--- src/rtl/ysyx_25060170_lsu.sv ---
// Load/store unit: EXU request in, valid/ready data-memory bus out,
// aligned/extended load result and error code back to WBU.
//
// Ports:
//   clk, rst            clock, async active-low reset
//   in_*                EXU request (valid/ready), latched on accept
//   mem_req_*           word-aligned memory request with byte mask
//   mem_rsp_*           single-cycle read data / write ack
//   out_*               result to WBU (valid/ready), err 01 align, 10 timeout
module ysyx_25060170_lsu #(
  parameter int TIMEOUT_CYCLES = 256,
  parameter int CNT_W          = 9
) (
  input  logic        clk,
  input  logic        rst,

  input  logic        in_valid,
  output logic        in_ready,
  input  logic [31:0] in_addr,
  input  logic [31:0] in_wdata,
  input  logic        in_wen,
  input  logic        in_ren,
  input  logic [1:0]  in_size,
  input  logic        in_unsigned,
  input  logic [4:0]  in_rd,

  output logic        mem_req_valid,
  input  logic        mem_req_ready,
  output logic [31:0] mem_req_addr,
  output logic        mem_req_wen,
  output logic [31:0] mem_req_wdata,
  output logic [3:0]  mem_req_wmask,

  input  logic        mem_rsp_valid,
  input  logic [31:0] mem_rsp_rdata,

  output logic        out_valid,
  input  logic        out_ready,
  output logic [31:0] out_rdata,
  output logic [4:0]  out_rd,
  output logic        out_wen,
  output logic [1:0]  out_err
);

  typedef enum logic [1:0] {
    S_IDLE,
    S_REQ,
    S_WAIT,
    S_RESP
  } state_e;

  typedef struct packed {
    logic [31:0] addr;
    logic [31:0] wdata;
    logic        wen;
    logic [1:0]  size;
    logic        uns;
    logic [4:0]  rd;
  } req_t;

  localparam logic [1:0] ERR_OK    = 2'b00;
  localparam logic [1:0] ERR_ALIGN = 2'b01;
  localparam logic [1:0] ERR_TMO   = 2'b10;

  localparam bit TMO_EN = (TIMEOUT_CYCLES != 0);
  localparam logic [CNT_W-1:0] TMO_LAST =
    CNT_W'(TMO_EN ? TIMEOUT_CYCLES - 1 : 0);

  state_e           state_q, state_d;
  req_t             req_q, req_d;
  logic [CNT_W-1:0] cnt_q, cnt_d;
  logic [31:0]      rdata_q, rdata_d;
  logic             owen_q, owen_d;
  logic [1:0]       err_q, err_d;

  logic             bad;
  logic [1:0]       off;
  logic             is_b, is_h;
  logic [31:0]      sh;
  logic [31:0]      ld;
  logic [3:0]       wmask;
  logic [31:0]      wdata;

  // Illegal op combination, illegal size or a misaligned half/word.
  assign bad = (in_wen == in_ren)
             | (in_size == 2'b11)
             | ((in_size == 2'b01) & in_addr[0])
             | ((in_size == 2'b10) & (|in_addr[1:0]));

  assign off  = req_q.addr[1:0];
  assign is_b = (req_q.size == 2'b00);
  assign is_h = (req_q.size == 2'b01);

  always_comb begin
    wmask = 4'b1111;
    wdata = req_q.wdata;
    unique case (1'b1)
      is_b: begin
        wmask = 4'b0001 << off;
        wdata = {4{req_q.wdata[7:0]}};
      end
      is_h: begin
        wmask = 4'b0011 << off;
        wdata = {2{req_q.wdata[15:0]}};
      end
      default: begin
        wmask = 4'b1111;
        wdata = req_q.wdata;
      end
    endcase
    if (!req_q.wen) begin
      wmask = 4'b0000;
    end
  end

  assign sh = mem_rsp_rdata >> {off, 3'b000};

  always_comb begin
    ld = sh;
    unique case (1'b1)
      is_b: ld = {{24{~req_q.uns & sh[7]}}, sh[7:0]};
      is_h: ld = {{16{~req_q.uns & sh[15]}}, sh[15:0]};
      default: ld = sh;
    endcase
  end

  always_comb begin
    state_d = state_q;
    req_d   = req_q;
    cnt_d   = cnt_q;
    rdata_d = rdata_q;
    owen_d  = owen_q;
    err_d   = err_q;
    unique case (state_q)
      S_IDLE: begin
        if (in_valid) begin
          req_d.addr  = in_addr;
          req_d.wdata = in_wdata;
          req_d.wen   = in_wen;
          req_d.size  = in_size;
          req_d.uns   = in_unsigned;
          req_d.rd    = in_rd;
          rdata_d     = 32'h0;
          owen_d      = 1'b0;
          if (bad) begin
            err_d   = ERR_ALIGN;
            state_d = S_RESP;
          end else begin
            err_d   = ERR_OK;
            state_d = S_REQ;
          end
        end
      end
      S_REQ: begin
        if (mem_req_ready) begin
          cnt_d   = '0;
          state_d = S_WAIT;
        end
      end
      S_WAIT: begin
        // A response on the timeout cycle still completes normally.
        if (mem_rsp_valid) begin
          state_d = S_RESP;
          rdata_d = req_q.wen ? 32'h0 : ld;
          owen_d  = ~req_q.wen & (req_q.rd != 5'd0);
        end else if (TMO_EN && (cnt_q == TMO_LAST)) begin
          state_d = S_RESP;
          err_d   = ERR_TMO;
          rdata_d = 32'h0;
          owen_d  = 1'b0;
        end else begin
          cnt_d = cnt_q + CNT_W'(1);
        end
      end
      S_RESP: begin
        if (out_ready) begin
          state_d = S_IDLE;
        end
      end
      default: state_d = S_IDLE;
    endcase
  end

  always_ff @(posedge clk or negedge rst) begin
    if (!rst) begin
      state_q <= S_IDLE;
      req_q   <= '0;
      cnt_q   <= '0;
      rdata_q <= 32'h0;
      owen_q  <= 1'b0;
      err_q   <= ERR_OK;
    end else begin
      state_q <= state_d;
      req_q   <= req_d;
      cnt_q   <= cnt_d;
      rdata_q <= rdata_d;
      owen_q  <= owen_d;
      err_q   <= err_d;
    end
  end

  assign in_ready      = (state_q == S_IDLE);
  assign mem_req_valid = (state_q == S_REQ);
  assign mem_req_addr  = {req_q.addr[31:2], 2'b00};
  assign mem_req_wen   = req_q.wen;
  assign mem_req_wdata = wdata;
  assign mem_req_wmask = wmask;
  assign out_valid     = (state_q == S_RESP);
  assign out_rdata     = rdata_q;
  assign out_rd        = req_q.rd;
  assign out_wen       = owen_q;
  assign out_err       = err_q;

endmodule
--- config.mk ---
export PLATFORM = sky130hd
export DESIGN_NAME = ysyx_25060170_lsu
export DESIGN_NICKNAME = d
export VERILOG_FILES = /design/src/rtl/ysyx_25060170_lsu.sv
export SDC_FILE = /design/constraint.sdc
export NUM_CORES = 1
export LEC_CHECK = 0
export BUFFER_PORTS_ARGS = -buffer_cell sky130_fd_sc_hd__buf_2
export CORE_UTILIZATION = 54
export DETAILED_ROUTE_END_ITERATION = 10
export GPL_ROUTABILITY_DRIVEN = 0
export PLACE_DENSITY = 0.86
export SYNTH_ARGS = -nofsm -noshare
export SYNTH_HDL_FRONTEND = slang
export SYNTH_SLANG_ARGS = --single-unit
--- constraint.sdc ---
create_clock -name clk -period 4.2 [get_ports clk]
set_clock_uncertainty 0.1 [all_clocks]
set_input_delay 0.84 -clock clk [delete_from_list [all_inputs] [get_ports clk]]
set_output_delay 0.84 -clock clk [all_outputs]
set_load 0.03 [all_outputs]
Yosys cells after proc, flatten, opt, wreduce, memory -nomap -nowiden
Cells that the tools add are included.

storage, ports and cells
  bits in registers = 119
  input port bits = 112
  output and inout port bits = 112
  word-level logic and storage cells = 81

cells by class
  $add $sub $neg = 1
  eq/ne operators = 16
  shift-type cells = 3
  mux-type cells = 29
  bitwise operators = 10
  reductions and logical operators = 11

operators with widths
  kind                   number
  $pmux W32 S2           3
  $mux W32               4
  $shr A32 B5 Y32        1
  $mux W9                3
  $mux W2                9
  $pmux W9 S2            1
  $reduce_and A4 Y1      3
  $add A9 B1 Y9 const B  1
  $eq A9 B8 Y1 const B   1
  $eq A2 B2 Y1 const B   4
  $ne A2 B2 Y1 const B   4
  $pmux W2 S4            1
  $pmux W4 S2            1
  $eq A2 B1 Y1 const B   3
  $and A1 B1 Y1          5
  $reduce_bool A5 Y1     1
  $logic_not A2 Y1       2
  $mux W1                4
  $mux W4                1
  $ne A2 B1 Y1 const B   2
  $pmux W2 S2            1
  $reduce_bool A2 Y1     2
  $shl A1 B2 Y4 const A  1
  $shl A2 B2 Y4 const A  1
  other kinds (8)        11

Longest topological paths before layout
Gate-level depths: netlist of the first run.

  depth after elaboration = 7
  mapped depth = 9
  mapped depth without buffers = 8

Worst setup path after synthesis of the first run
OpenSTA, ideal clock, no wires.

  path type = flip-flop to output port
  start point = register req_q[6] in the netlist's numbering
  end point = output mem_req_wdata[24]
  arrival = 1.740 ns
  data required time = 3.260 ns
  setup slack = 1.520 ns
  cell stages (with the launch flop) = 5
  path buffers = 2
  cell sequence = dfrtp_1 -> clkbuf_1 -> buf_1 -> mux2i_1 -> o21ai_0

between the ends
  cells in the longest elaborated chain, start to end = 2
  elaborated cells on any way between the ends = 3
  those cells by class = 1 x eq/ne; 1 x mux; 1 x reduce/logical

ends and longest elaborated chain
  what                                              RTL line  RTL
  start: declaration                                70        req_t req_q, req_d;
  start signal: assignment                          194       req_q <= req_d;
  $eq A2 B1 Y1 or $logic_not A2 Y1 (tied branches)  92, 91
  $pmux W32 S2 *                                    97        unique case (1'b1)
  end: declaration                                  31        output logic [31:0] mem_req_wdata,

Every way passes the cells marked *; elsewhere a longest branch is shown, timed or not.

Worst setup path in the final report of the first run
  start point = register req_q[7] in the netlist's numbering
  end point = output mem_req_wdata[15]

The elaborated chain is that of the path after synthesis.

==> results of run 1 <==
## stage by stage
stage / cell area, um2 / total power, mW / utilization [%] / setup WS, ns / instances
detailed placement: 6910 / 5.75 / 63.4 / 1.13 / 812
global placement: 6910 / 5.62 / 63.4 / 1.22 / 812
floorplan: 6050 / 4.99 / - / 1.52 / 521
global route: 7500 / 7.57 / 68.9 / 0.808 / 843
CTS: 7500 / 7.21 / 68.9 / 0.928 / 843
finish: 7500 / 7.18 / 68.9 / 0.956 / 843
## where the power goes
part / total (mW) / switching, mW / internal [mW]
registers: 2.06 / 0.398 / 1.66
logic: 3.68 / 2.37 / 1.31
clock network: 1.44 / 0.485 / 0.957
total: 7.18 / 3.25 / 3.93
## cells by family (layout without fill, tap and decap cells)
group,Yosys count,after routing
other,1,2
flip-flops,119,119
XOR/XNOR,3,3
multiplexers,115,115
AND/OR/NAND/NOR,102,102
AO/OA/AOI/OAI,94,94
adder cells (fa/ha/maj),6,6
buffers and inverters,80,262
## metal layers
layer,share of wire (%),vias to the layer above,GRT usage (%)
met5,0,-,0
met4,2.7,0,12.3
met3,7.6,40,8.60
met2,50,215,44.7
met1,40,2238,31.0
li1,-,2170,-
## synthesized netlist by cell type (2+ instances only)
library cell    n
a21oi_1        20
a221o_1         6
a221o_2        10
a22o_1          2
and3_1          6
buf_1           3
buf_2           3
buf_4          45
buf_6           2
clkbuf_1       22
dfrtp_1       119
ha_1            6
inv_1           5
mux2_2         92
mux2i_1        22
nand2_1        47
nand2b_1        4
nand3_1         5
nand3b_1        7
nor2_1         17
nor2b_1         2
o21a_1          6
o21ai_0        24
o22ai_1         3
o2bb2ai_1      16
or2_2           3
or3_1           3
xor2_1          3
## sequential cells by signal, summed over array words and instances, names as in the netlist
register,count
cnt_q,9
mem_req_addr,30
mem_req_wen,1
off,2
out_err,2
out_rd,5
out_rdata,32
out_wen,1
req_q,35
state_q,2
## area by class of cell
class	count	share of cell area, %
tap	140	2.33
clock inverter	9	1.63
sequential	119	39.7
inverter	5	0.250
timing repair buffer	226	15.3
clock buffer	22	6.30
multi-input combinational	322	34.5
## worst max path at each step
stage,start,to,cells after the start
after detailed placement,in_valid,out_rdata[28],5
after global placement,in_valid,out_rdata[28],5
after global routing,req_q[7],mem_req_wdata[15],5
after CTS,req_q[7],mem_req_wdata[15],5
final,req_q[7],mem_req_wdata[15],5
after floorplan,req_q[6],mem_req_wdata[24],4
## worst max-delay path, stage by stage (launching register included)
cell,delay (ns)
dfrtp_1,0.58
buf_4,0.31
nor2_1,0.52
nand2_1,0.12
nand2_1,0.08
buf_2,0.19
==> flow_summary.html, run 1 <==
<table>
<tr><th>Metric</th><th>Value</th></tr>
<tr><th colspan="2">Layout</th></tr>
<tr><td>Number of filler cells placed in the layout</td><td>789</td></tr>
<tr><td>Antenna cell count</td><td>0</td></tr>
<tr><td>Syn-to-layout area delta</td><td>24.1%</td></tr>
<tr><td>Commonest cells after routing, fill and taps aside</td><td>buf_2 (220), dfrtp_1 (119), mux2_2 (92)</td></tr>
<tr><td>Combined flip-flop and latch cell area</td><td>0.00298 mm2</td></tr>
<tr><td>Most common library cell in the layout ignoring fill and taps</td><td>buf_2</td></tr>
<tr><td>Area used by multi-input combinational logic</td><td>0.00259 mm2</td></tr>
<tr><td>Layout net count</td><td>809</td></tr>
<tr><td>Share of layout cells above drive strength 1</td><td>52.3%</td></tr>
<tr><th colspan="2">Clocking</th></tr>
<tr><td>Clock Root Buffer</td><td>clkbuf_8</td></tr>
<tr><td>Clock Pin Slew Worst Setup and Hold Paths</td><td>0.05 ns</td></tr>
<tr><td>Hold buffer count at cts</td><td>0</td></tr>
<tr><td>H-Tree Level Count</td><td>4</td></tr>
<tr><td>Source-to-sink clock delay at the later pin of the worst-skew pair</td><td>0.51 ns</td></tr>
<tr><td>Clock tree sinks</td><td>119</td></tr>
<tr><td>Number of gates resized after cts</td><td>0</td></tr>
<tr><td>Post-CTS setup repair buffer count</td><td>0</td></tr>
<tr><td>CTS tree</td><td>built</td></tr>
<tr><td>Worst-case clock buffer depth</td><td>2</td></tr>
<tr><td>Inserted Clock Buffers</td><td>17</td></tr>
<tr><th colspan="2">Setup path</th></tr>
<tr><td>Worst setup slack for register-to-register paths</td><td>1.16 ns</td></tr>
<tr><td>Reg-to-reg startpoint</td><td>state_q[0]</td></tr>
<tr><td>Critical path capture point type</td><td>output port</td></tr>
<tr><td>Arrival time at the worst endpoint</td><td>2.30 ns</td></tr>
<tr><td>Crit Path Category</td><td>register to output port</td></tr>
<tr><td>Nature of the critical path startpoint</td><td>register</td></tr>
<tr><td>Cell depth of the worst flop-to-flop path</td><td>6</td></tr>
<tr><td>Largest fanout of any net on the critical path</td><td>20</td></tr>
<tr><td>Capture instance of the worst register-to-register path</td><td>out_rdata[18]</td></tr>
<tr><td>Required time of the worst setup path</td><td>3.26 ns</td></tr>
<tr><th colspan="2">GRT</th></tr>
<tr><td>Number of global-route vias before repair</td><td>4806</td></tr>
<tr><td>First-pass GRT wire length</td><td>23.5 mm</td></tr>
<tr><td>All-layer global routing usage</td><td>26.7%</td></tr>
<tr><td>Remaining Overflow, GRT</td><td>0</td></tr>
<tr><td>Largest net degree at the start of global routing</td><td>75</td></tr>
<tr><td>Initial antenna violation count</td><td>0</td></tr>
<tr><th colspan="2">Synth</th></tr>
<tr><td>Share of synthesized area spent on multiplexers</td><td>21.2%</td></tr>
<tr><td>Fraction of the mapped netlist area in simple logic gates</td><td>8.36%</td></tr>
<tr><td>Syn Std Cell Area</td><td>0.00604 mm2</td></tr>
<tr><td>Unique cell type count in the Yosys netlist</td><td>45</td></tr>
<tr><td>Post-synthesis cell type with the largest combined area</td><td>dfrtp_1</td></tr>
<tr><td>Adder and majority cell fraction of the synthesized area</td><td>1.24%</td></tr>
<tr><td>Number of flops mapped to enable cells by yosys</td><td>0</td></tr>
<tr><td>Main flop type after synthesis</td><td>dfrtp_1</td></tr>
<tr><td>XOR/XNOR Fraction of Synth Area</td><td>0.435%</td></tr>
<tr><td>Largest family of logic cells by synthesized area</td><td>multiplexers</td></tr>
<tr><td>Count of yosys warnings during synthesis</td><td>0</td></tr>
<tr><td>Share of flip-flops with an asynchronous set or reset after synthesis</td><td>100%</td></tr>
<tr><td>Number of standard cells after synthesis</td><td>520</td></tr>
<tr><td>Number of register bits inferred by synthesis</td><td>119</td></tr>
<tr><td>Top area cells in the synthesized netlist</td><td>dfrtp_1 (49%), mux2_2 (17%), buf_4 (5.6%)</td></tr>
<tr><td>Synthesized area divided by synthesized cell count</td><td>11.6 um2</td></tr>
<tr><td>Share of the synthesized area in the top cell type</td><td>49.3%</td></tr>
<tr><td>Fraction of the yosys area taken by sequential cells</td><td>49.3%</td></tr>
<tr><td>Compound-Gate Fraction of Synth Area</td><td>11.4%</td></tr>
<tr><th colspan="2">Place</th></tr>
<tr><td>Count of buffers inserted at the top-level ports</td><td>221</td></tr>
<tr><td>Detailed placer's ending HPWL</td><td>10.8 mm</td></tr>
<tr><th colspan="2">Route</th></tr>
<tr><td>Average wire per cell in the routed design</td><td>17.7 um</td></tr>
<tr><td>Via/cell ratio</td><td>5.53</td></tr>
<tr><td>Via count</td><td>4663</td></tr>
<tr><td>DRC</td><td>0</td></tr>
<tr><td>ANT nets after route</td><td>0</td></tr>
<tr><td>Number of design-rule violations left by the first detailed-router iteration</td><td>226</td></tr>
<tr><td>Total wire length</td><td>15.0 mm</td></tr>
<tr><td>DRT Pass-1 Iters</td><td>4</td></tr>
<tr><th colspan="2">STA</th></tr>
<tr><td>Setup repair after global routing missed its margin</td><td>no</td></tr>
<tr><td>Fmax</td><td>0.308 GHz</td></tr>
<tr><td>Tmin final</td><td>3.24 ns</td></tr>
<tr><td>Pin slew with the least headroom to its limit</td><td>1.12 ns</td></tr>
<tr><td>Final clock period utilization by the worst path</td><td>77.2%</td></tr>
<tr><td>Final setup viols</td><td>0</td></tr>
<tr><td>Count of final hold-check violations</td><td>0</td></tr>
<tr><td>Fin Hold WS</td><td>0.248 ns</td></tr>
<tr><td>Slew Viols, Final</td><td>0</td></tr>
<tr><td>Worst slew margin relative to its limit</td><td>25.0%</td></tr>
<tr><td>Setup_tns</td><td>0 ns</td></tr>
<tr><th colspan="2">Flow run</th></tr>
<tr><td>Max-Cap Viols</td><td>0</td></tr>
<tr><th colspan="2">Die</th></tr>
<tr><td>Std cell rows</td><td>38</td></tr>
<tr><td>Overall die area</td><td>0.0116 mm2</td></tr>
<tr><td>Height of the chip</td><td>108 um</td></tr>
<tr><td>Core Box Area</td><td>0.0109 mm2</td></tr>
<tr><td>Total I/O pin count</td><td>224</td></tr>
<tr><td>Effective utilization at floorplan</td><td>55.5%</td></tr>
<tr><td>Die X</td><td>108 um</td></tr>
<tr><th colspan="2">Hold path</th></tr>
<tr><td>Path class of the lowest-slack min-delay path</td><td>input pin to asynchronous set/reset pin</td></tr>
<tr><th colspan="2">Power and ir drop</th></tr>
<tr><td>Leakage power summed over all cells</td><td>3.77 nW</td></tr>
<tr><td>Peak supply drop</td><td>0.857 mV</td></tr>
<tr><td>Power per cell area</td><td>957 mW/mm2</td></tr>
<tr><th colspan="2">Status</th></tr>
<tr><td>Outcome</td><td>finished, final reports clean</td></tr>
</table>
Power figures use the tool's default switching activity.
==> run 2, diff against run 1 <==
Settings changed: ABC_AREA set to 1, CORE_UTILIZATION 54 to 46, PLACE_DENSITY 0.86 to 0.78.
Clock period 4.2 ns to 2.76 ns, I/O delays scaled along.
==> flow_summary.html, run 2 <==
<table>
<tr><th>Metric</th><th>Value</th></tr>
<tr><th colspan="2">Clocking</th></tr>
<tr><td>Clock Root Buffer</td><td>clkbuf_16</td></tr>
<tr><td>CTS tree</td><td>built</td></tr>
<tr><td>Source-to-sink clock delay at the later pin of the worst-skew pair</td><td>0.42 ns</td></tr>
<tr><td>Hold buffer count at cts</td><td>0</td></tr>
<tr><td>Post-CTS setup repair buffer count</td><td>0</td></tr>
<tr><td>Worst-case clock buffer depth</td><td>2</td></tr>
<tr><td>Clock Pin Slew Worst Setup and Hold Paths</td><td>0.05 ns</td></tr>
<tr><td>Inserted Clock Buffers</td><td>17</td></tr>
<tr><td>H-Tree Level Count</td><td>4</td></tr>
<tr><td>Clock tree sinks</td><td>119</td></tr>
<tr><td>Number of gates resized after cts</td><td>0</td></tr>
<tr><th colspan="2">STA</th></tr>
<tr><td>Worst slew margin relative to its limit</td><td>53.2%</td></tr>
<tr><td>Setup_tns</td><td>0 ns</td></tr>
<tr><td>Count of final hold-check violations</td><td>0</td></tr>
<tr><td>Fmax</td><td>0.384 GHz</td></tr>
<tr><td>Final setup viols</td><td>0</td></tr>
<tr><td>Final clock period utilization by the worst path</td><td>94.5%</td></tr>
<tr><td>Slew Viols, Final</td><td>0</td></tr>
<tr><td>Tmin final</td><td>2.61 ns</td></tr>
<tr><td>Pin slew with the least headroom to its limit</td><td>0.702 ns</td></tr>
<tr><td>Slack of the critical path</td><td>0.153 ns</td></tr>
<tr><td>Setup repair after global routing missed its margin</td><td>no</td></tr>
<tr><th colspan="2">Synth</th></tr>
<tr><td>Post-synthesis cell type with the largest combined area</td><td>dfrtp_1</td></tr>
<tr><td>Number of flops mapped to enable cells by yosys</td><td>0</td></tr>
<tr><td>Syn Std Cell Area</td><td>0.00633 mm2</td></tr>
<tr><td>Main flop type after synthesis</td><td>dfrtp_1</td></tr>
<tr><td>Most numerous cell in the Yosys netlist</td><td>nand2_1</td></tr>
<tr><td>Unique cell type count in the Yosys netlist</td><td>29</td></tr>
<tr><td>Commonest cells in the netlist</td><td>nand2_1 (446), dfrtp_1 (119), buf_4 (50), inv_1 (44), o21ai_0 (43)</td></tr>
<tr><td>Number of register bits inferred by synthesis</td><td>119</td></tr>
<tr><td>Fraction of the yosys area taken by sequential cells</td><td>47.1%</td></tr>
<tr><td>Top area cells in the synthesized netlist</td><td>dfrtp_1 (47%), nand2_1 (26%), buf_4 (5.9%)</td></tr>
<tr><td>Synthesized area divided by synthesized cell count</td><td>7.32 um2</td></tr>
<tr><td>Count of yosys warnings during synthesis</td><td>0</td></tr>
<tr><td>Share of the synthesized area in the top cell type</td><td>47.1%</td></tr>
<tr><td>Number of standard cells after synthesis</td><td>864</td></tr>
<tr><td>Share of flip-flops with an asynchronous set or reset after synthesis</td><td>100%</td></tr>
<tr><th colspan="2">Place</th></tr>
<tr><td>Area of placed instances</td><td>0.00720 mm2</td></tr>
<tr><td>Detailed placer's ending HPWL</td><td>12.1 mm</td></tr>
<tr><td>Count of buffers inserted at the top-level ports</td><td>221</td></tr>
<tr><td>Place WS</td><td>0.345 ns</td></tr>
<tr><th colspan="2">Route</th></tr>
<tr><td>Number of design-rule violations left by the first detailed-router iteration</td><td>536</td></tr>
<tr><td>ANT nets after route</td><td>0</td></tr>
<tr><td>Via count</td><td>6042</td></tr>
<tr><td>Average wire per cell in the routed design</td><td>14.2 um</td></tr>
<tr><td>Total wire length</td><td>17.2 mm</td></tr>
<tr><td>DRT Pass-1 Iters</td><td>5</td></tr>
<tr><td>DRC</td><td>0</td></tr>
<tr><td>Via/cell ratio</td><td>4.96</td></tr>
<tr><th colspan="2">Layout</th></tr>
<tr><td>Final non-filler cell area</td><td>0.00789 mm2</td></tr>
<tr><td>Commonest cells after routing, fill and taps aside</td><td>nand2_1 (445), buf_2 (220), dfrtp_1 (119)</td></tr>
<tr><td>Share of layout cells above drive strength 1</td><td>26.5%</td></tr>
<tr><td>Biggest register</td><td>req_q</td></tr>
<tr><td>Layout net count</td><td>1146</td></tr>
<tr><td>Most common library cell in the layout ignoring fill and taps</td><td>nand2_1</td></tr>
<tr><td>Number of flip-flops under the largest register name</td><td>35</td></tr>
<tr><td>Syn-to-layout area delta</td><td>24.7%</td></tr>
<tr><th colspan="2">Setup path</th></tr>
<tr><td>Capture instance of the worst register-to-register path</td><td>cnt_q[2]</td></tr>
<tr><td>Worst setup slack for register-to-register paths</td><td>0.31 ns</td></tr>
<tr><td>Nature of the critical path startpoint</td><td>register</td></tr>
<tr><td>Reg-to-reg startpoint</td><td>cnt_q[0]</td></tr>
<tr><td>Cell depth of the worst flop-to-flop path</td><td>10</td></tr>
<tr><td>Arrival time at the worst endpoint</td><td>1.96 ns</td></tr>
<tr><td>Crit Path Category</td><td>register to output port</td></tr>
<tr><td>Largest fanout of any net on the critical path</td><td>22</td></tr>
<tr><td>Required time of the worst setup path</td><td>2.11 ns</td></tr>
<tr><td>Critical path capture point type</td><td>output port</td></tr>
<tr><th colspan="2">Die</th></tr>
<tr><td>Std cell rows</td><td>42</td></tr>
<tr><td>Height of the chip</td><td>119 um</td></tr>
<tr><td>Die X</td><td>119 um</td></tr>
<tr><td>Overall die area</td><td>0.0142 mm2</td></tr>
<tr><td>Core Box Area</td><td>0.0133 mm2</td></tr>
<tr><td>Total I/O pin count</td><td>224</td></tr>
<tr><td>Effective utilization at floorplan</td><td>47.4%</td></tr>
<tr><th colspan="2">GRT</th></tr>
<tr><td>All-layer global routing usage</td><td>25.6%</td></tr>
<tr><td>First-pass GRT wire length</td><td>28.3 mm</td></tr>
<tr><td>Largest net degree at the start of global routing</td><td>71</td></tr>
<tr><td>Number of global-route vias before repair</td><td>5792</td></tr>
<tr><td>Initial antenna violation count</td><td>2</td></tr>
<tr><td>Remaining Overflow, GRT</td><td>0</td></tr>
<tr><th colspan="2">Power and ir drop</th></tr>
<tr><td>Power per cell area</td><td>1340 mW/mm2</td></tr>
<tr><td>Peak supply drop</td><td>0.957 mV</td></tr>
<tr><td>Leakage power summed over all cells</td><td>4.67 nW</td></tr>
<tr><th colspan="2">Hold path</th></tr>
<tr><td>Path class of the lowest-slack min-delay path</td><td>input pin to asynchronous set/reset pin</td></tr>
<tr><th colspan="2">Status</th></tr>
<tr><td>Outcome</td><td>finished, final reports clean</td></tr>
<tr><th colspan="2">Flow run</th></tr>
<tr><td>Max-Cap Viols</td><td>0</td></tr>
</table>
## run 2: cell count changes in the layout (fill, tap and decap cells not counted), sizes merged, moves of 16 or more
cell / before / now
nand3: 5 / 38
mux2i: 22 / 0
inv: 5 / 47
o21ai: 24 / 52
a221o: 16 / 0
o2bb2ai: 16 / 0
nand2: 47 / 449
mux2: 92 / 0
## run 2: cell families (layout without fill, tap and decap cells)
| group | count (synthesis) | after routing | synth area share [%] |
|---|---|---|---|
| AND/OR/NAND/NOR | 527 | 527 | 33.6 |
| buffers and inverters | 134 | 310 | 11.6 |
| flip-flops | 119 | 119 | 47.1 |
| AO/OA/AOI/OAI | 76 | 76 | 6.33 |
| adder cells (fa/ha/maj) | 6 | 6 | 1.19 |
| other | 1 | 3 | 0.0593 |
| XOR/XNOR | 1 | 1 | 0.138 |
## run 2: worst max-delay path, stage by stage (launching register included)
cell     delay, ns
dfrtp_1       0.40
inv_4         0.24
nand2_4       0.13
inv_1         0.18
nand3_1       0.09
o21ai_0       0.09
o21ai_0       0.09
inv_1         0.10
buf_2         0.20
## run 2: how the worst max path moves through the flow
stage	startpoint	endpoint	slack (ns)	cells after the start
3_5_place_dp	cnt_q[0]	cnt_q[2]	0.34	10
5_1_grt	req_q[7]	mem_req_wdata[25]	0.03	6
2_1_floorplan	req_q[7]	mem_req_wdata[10]	0.63	6
4_1_cts	req_q[7]	mem_req_wdata[9]	0.09	6
3_3_place_gp	cnt_q[0]	out_rdata[12]	0.43	10
6_report	req_q[7]	mem_req_wmask[2]	0.15	8
## run 2: per-stage QoR
step	hold WS, ns	power, mW	std cells	utilization, %
finish	0.0160	10.6	1218	59.1
global route	0.0405	11.3	1218	59.1
CTS	0.0199	10.6	1217	59.0
detailed placement	0.359	8.04	1185	54.0
global placement	0.358	7.96	1185	54.0
floorplan	0.156	7.02	865	-
## run 2: metal layers
layer / track usage [%] / up-vias / wire length (um)
met2: 41.0 / 270 / 8200
li1: - / 2966 / -
met3: 7.52 / 31 / 1550
met4: 10.8 / 0 / 411
met5: 0 / - / 0
met1: 32.0 / 2775 / 7070
## run 2: final cells by class
| cell class | count | area (um2) |
|---|---|---|
| fillers | 1256 | 5460 |
| flip-flops and latches | 119 | 2980 |
| multi-input cells | 612 | 2620 |
| repair buffers | 230 | 1200 |
| clock buffers | 20 | 457 |
| clock inverters | 12 | 223 |
| well taps | 176 | 220 |
| inverters | 48 | 186 |
| diodes | 1 | 2.50 |
## run 2: power by group
group | total [mW] | switching, mW | internal, mW
Clock | 2.54 | 0.801 | 1.74
Sequential | 2.84 | 0.440 | 2.40
Combinational | 5.20 | 3.79 | 1.41
Total | 10.6 | 5.03 | 5.55
==> run 3, diff against run 2 <==
Settings changed: ABC_AREA 1 to unset, CORE_UTILIZATION 46 to 45, PLACE_DENSITY 0.78 to 0.77.
==> flow_summary.html, run 3 (synthesis results as in run 1) <==
<table>
<tr><th>Metric</th><th>Value</th></tr>
<tr><th colspan="2">STA</th></tr>
<tr><td>Fin Hold WS</td><td>0.271 ns</td></tr>
<tr><td>Slew Viols, Final</td><td>0</td></tr>
<tr><td>Worst slew margin relative to its limit</td><td>63.3%</td></tr>
<tr><td>Setup_tns</td><td>0 ns</td></tr>
<tr><td>Final setup viols</td><td>0</td></tr>
<tr><td>Final clock period utilization by the worst path</td><td>91.2%</td></tr>
<tr><td>Count of final hold-check violations</td><td>0</td></tr>
<tr><td>Setup repair after global routing missed its margin</td><td>no</td></tr>
<tr><td>Tmin final</td><td>2.52 ns</td></tr>
<tr><td>Fmax</td><td>0.397 GHz</td></tr>
<tr><td>Pin slew with the least headroom to its limit</td><td>0.549 ns</td></tr>
<tr><th colspan="2">Setup path</th></tr>
<tr><td>Cell depth of the worst flop-to-flop path</td><td>8</td></tr>
<tr><td>Cell seen most often among critical-path stages</td><td>nand2_1</td></tr>
<tr><td>Highest-delay cell along the critical path</td><td>or2_2</td></tr>
<tr><td>Worst setup slack for register-to-register paths</td><td>0.28 ns</td></tr>
<tr><td>Crit Path Category</td><td>register to output port</td></tr>
<tr><td>Capture instance of the worst register-to-register path</td><td>cnt_q[7]</td></tr>
<tr><td>Nature of the critical path startpoint</td><td>register</td></tr>
<tr><td>Critical path capture point type</td><td>output port</td></tr>
<tr><td>Reg-to-reg startpoint</td><td>cnt_q[4]</td></tr>
<tr><td>Arrival time at the worst endpoint</td><td>1.86 ns</td></tr>
<tr><td>Crit-path max cell delay</td><td>0.55 ns</td></tr>
<tr><td>Required time of the worst setup path</td><td>2.11 ns</td></tr>
<tr><td>Number of buffer and inverter instances along the worst setup path</td><td>1</td></tr>
<tr><td>Largest fanout of any net on the critical path</td><td>17</td></tr>
<tr><td>Cell chain of the critical path</td><td>or2_2 -&gt; nand2_1 -&gt; nand2_1 -&gt; buf_2</td></tr>
<tr><td>Path length in cells of the critical path</td><td>4</td></tr>
<tr><td>Gate family responsible for the most delay along the worst path</td><td>simple AND/OR/NAND/NOR gates</td></tr>
<tr><th colspan="2">Power and ir drop</th></tr>
<tr><td>Peak supply drop</td><td>0.911 mV</td></tr>
<tr><td>Power per cell area</td><td>1430 mW/mm2</td></tr>
<tr><td>Leakage power summed over all cells</td><td>3.81 nW</td></tr>
<tr><td>Overall Power</td><td>10.9 mW</td></tr>
<tr><th colspan="2">Layout</th></tr>
<tr><td>Number of flip-flops under the largest register name</td><td>35</td></tr>
<tr><td>Number of filler cells placed in the layout</td><td>1051</td></tr>
<tr><td>Syn-to-layout area delta</td><td>26.1%</td></tr>
<tr><td>Combined flip-flop and latch cell area</td><td>0.00298 mm2</td></tr>
<tr><td>Layout net count</td><td>818</td></tr>
<tr><td>Final non-filler cell area</td><td>0.00762 mm2</td></tr>
<tr><td>Commonest cells after routing, fill and taps aside</td><td>buf_2 (220), dfrtp_1 (119), mux2_2 (92)</td></tr>
<tr><td>Most common library cell in the layout ignoring fill and taps</td><td>buf_2</td></tr>
<tr><td>Share of layout cells above drive strength 1</td><td>52.0%</td></tr>
<tr><td>Number of non-filler instances in the completed layout</td><td>884</td></tr>
<tr><td>Area used by multi-input combinational logic</td><td>0.00260 mm2</td></tr>
<tr><td>Biggest register</td><td>req_q</td></tr>
<tr><th colspan="2">GRT</th></tr>
<tr><td>Global-route track usage on met2</td><td>36.8%</td></tr>
<tr><td>Remaining Overflow, GRT</td><td>0</td></tr>
<tr><td>Number of global-route vias before repair</td><td>4806</td></tr>
<tr><td>Largest net degree at the start of global routing</td><td>66</td></tr>
<tr><td>All-layer global routing usage</td><td>21.8%</td></tr>
<tr><td>GR Layer Usage met1</td><td>25.8%</td></tr>
<tr><td>First-pass GRT wire length</td><td>24.0 mm</td></tr>
<tr><td>Met3 track utilization from global routing</td><td>6.73%</td></tr>
<tr><td>Initial antenna violation count</td><td>2</td></tr>
<tr><td>Busiest grt layer</td><td>met2</td></tr>
<tr><th colspan="2">Hold path</th></tr>
<tr><td>Path class of the lowest-slack min-delay path</td><td>input pin to register</td></tr>
<tr><td>Worst Hold End</td><td>req_q[26]</td></tr>
<tr><td>Hold wc startpoint</td><td>in_wdata[17]</td></tr>
<tr><td>Cell depth of the worst hold path</td><td>2</td></tr>
<tr><th colspan="2">Die</th></tr>
<tr><td>Std cell rows</td><td>41</td></tr>
<tr><td>Overall die area</td><td>0.0139 mm2</td></tr>
<tr><td>Core Box Area</td><td>0.0129 mm2</td></tr>
<tr><td>Total I/O pin count</td><td>224</td></tr>
<tr><td>Height of the chip</td><td>118 um</td></tr>
<tr><td>Effective utilization at floorplan</td><td>46.9%</td></tr>
<tr><td>Die X</td><td>118 um</td></tr>
<tr><th colspan="2">Clocking</th></tr>
<tr><td>H-Tree Level Count</td><td>4</td></tr>
<tr><td>Source-to-sink clock delay at the later pin of the worst-skew pair</td><td>0.41 ns</td></tr>
<tr><td>Post-CTS setup repair buffer count</td><td>0</td></tr>
<tr><td>Clock Root Buffer</td><td>clkbuf_16</td></tr>
<tr><td>Clock Pin Slew Worst Setup and Hold Paths</td><td>0.05 ns</td></tr>
<tr><td>Worst-case clock buffer depth</td><td>2</td></tr>
<tr><td>Inserted Clock Buffers</td><td>17</td></tr>
<tr><td>Clock tree sinks</td><td>119</td></tr>
<tr><td>CTS tree</td><td>built</td></tr>
<tr><th colspan="2">Place</th></tr>
<tr><td>Area of placed instances</td><td>0.00703 mm2</td></tr>
<tr><td>Placed cells</td><td>852</td></tr>
<tr><td>Count of buffers inserted at the top-level ports</td><td>221</td></tr>
<tr><td>Detailed placer's ending HPWL</td><td>11.0 mm</td></tr>
<tr><th colspan="2">Route</th></tr>
<tr><td>ANT nets after route</td><td>0</td></tr>
<tr><td>Via/cell ratio</td><td>5.34</td></tr>
<tr><td>Average wire per cell in the routed design</td><td>16.7 um</td></tr>
<tr><td>Total wire length</td><td>14.8 mm</td></tr>
<tr><td>Number of design-rule violations left by the first detailed-router iteration</td><td>293</td></tr>
<tr><td>DRC</td><td>0</td></tr>
<tr><td>DRT Pass-1 Iters</td><td>5</td></tr>
<tr><td>Via count</td><td>4724</td></tr>
<tr><th colspan="2">Flow run</th></tr>
<tr><td>Max-Cap Viols</td><td>0</td></tr>
<tr><th colspan="2">Status</th></tr>
<tr><td>Outcome</td><td>finished, final reports clean</td></tr>
</table>
==> run 3: cell type report <==
class / instances / share of cell area [%]
repair buffers: 235 / 16.3
inverters: 5 / 0.246
multi-input cells: 322 / 34.1
diodes: 1 / 0.0328
flip-flops and latches: 119 / 39.1
well taps: 172 / 2.82
clock buffers: 27 / 6.60
clock inverters: 3 / 0.854
==> run 3: worst register-to-register path: cells and delay by family, from the launching register on <==
family	cells	cell delay, ns
AND/OR/NAND/NOR	5	1.26
flip-flops	1	0.42
AO/OA/AOI/OAI	2	0.41
adder cells (fa/ha/maj)	1	0.21
==> run 3: layer usage <==
metal  wire length, um  share of wire, %
met5                13             0.088
met1              6120                41
met2              7330                50
met3              1010               6.8
met4               318               2.1
==> run 3: power breakdown <==
group	switching, mW	internal [mW]	total [mW]
Clock	0.714	1.41	2.13
Combinational	3.61	2.07	5.68
Sequential	0.563	2.53	3.09
==> run 3: worst max-delay path by stage <==
stage | from | end | slack, ns
after floorplan | req_q[6] | mem_req_wdata[24] | 0.37
after global placement | state_q[0] | out_rdata[30] | 0.31
after detailed placement | state_q[0] | out_rdata[27] | 0.21
after CTS | state_q[0] | out_rdata[27] | 0.18
after global routing | cnt_q[0] | cnt_q[7] | 0.08
final | req_q[6] | mem_req_wdata[15] | 0.24
==> run 3: repair_timing <==
item | CTS | global route
endpoints found under the hold margin | 26 | 0
endpoints found under the setup margin | 0 | 1
hold buffers | 1 | 0
gates resized for setup | 0 | 1
==> run 3: per-stage QoR <==
step                      worst slack [ns]  util, %
after floorplan                      0.368        -
after global placement               0.311     54.6
after detailed placement             0.215     54.6
after CTS                            0.179     59.1
final                                0.244     59.2
after global routing                0.0799     59.2
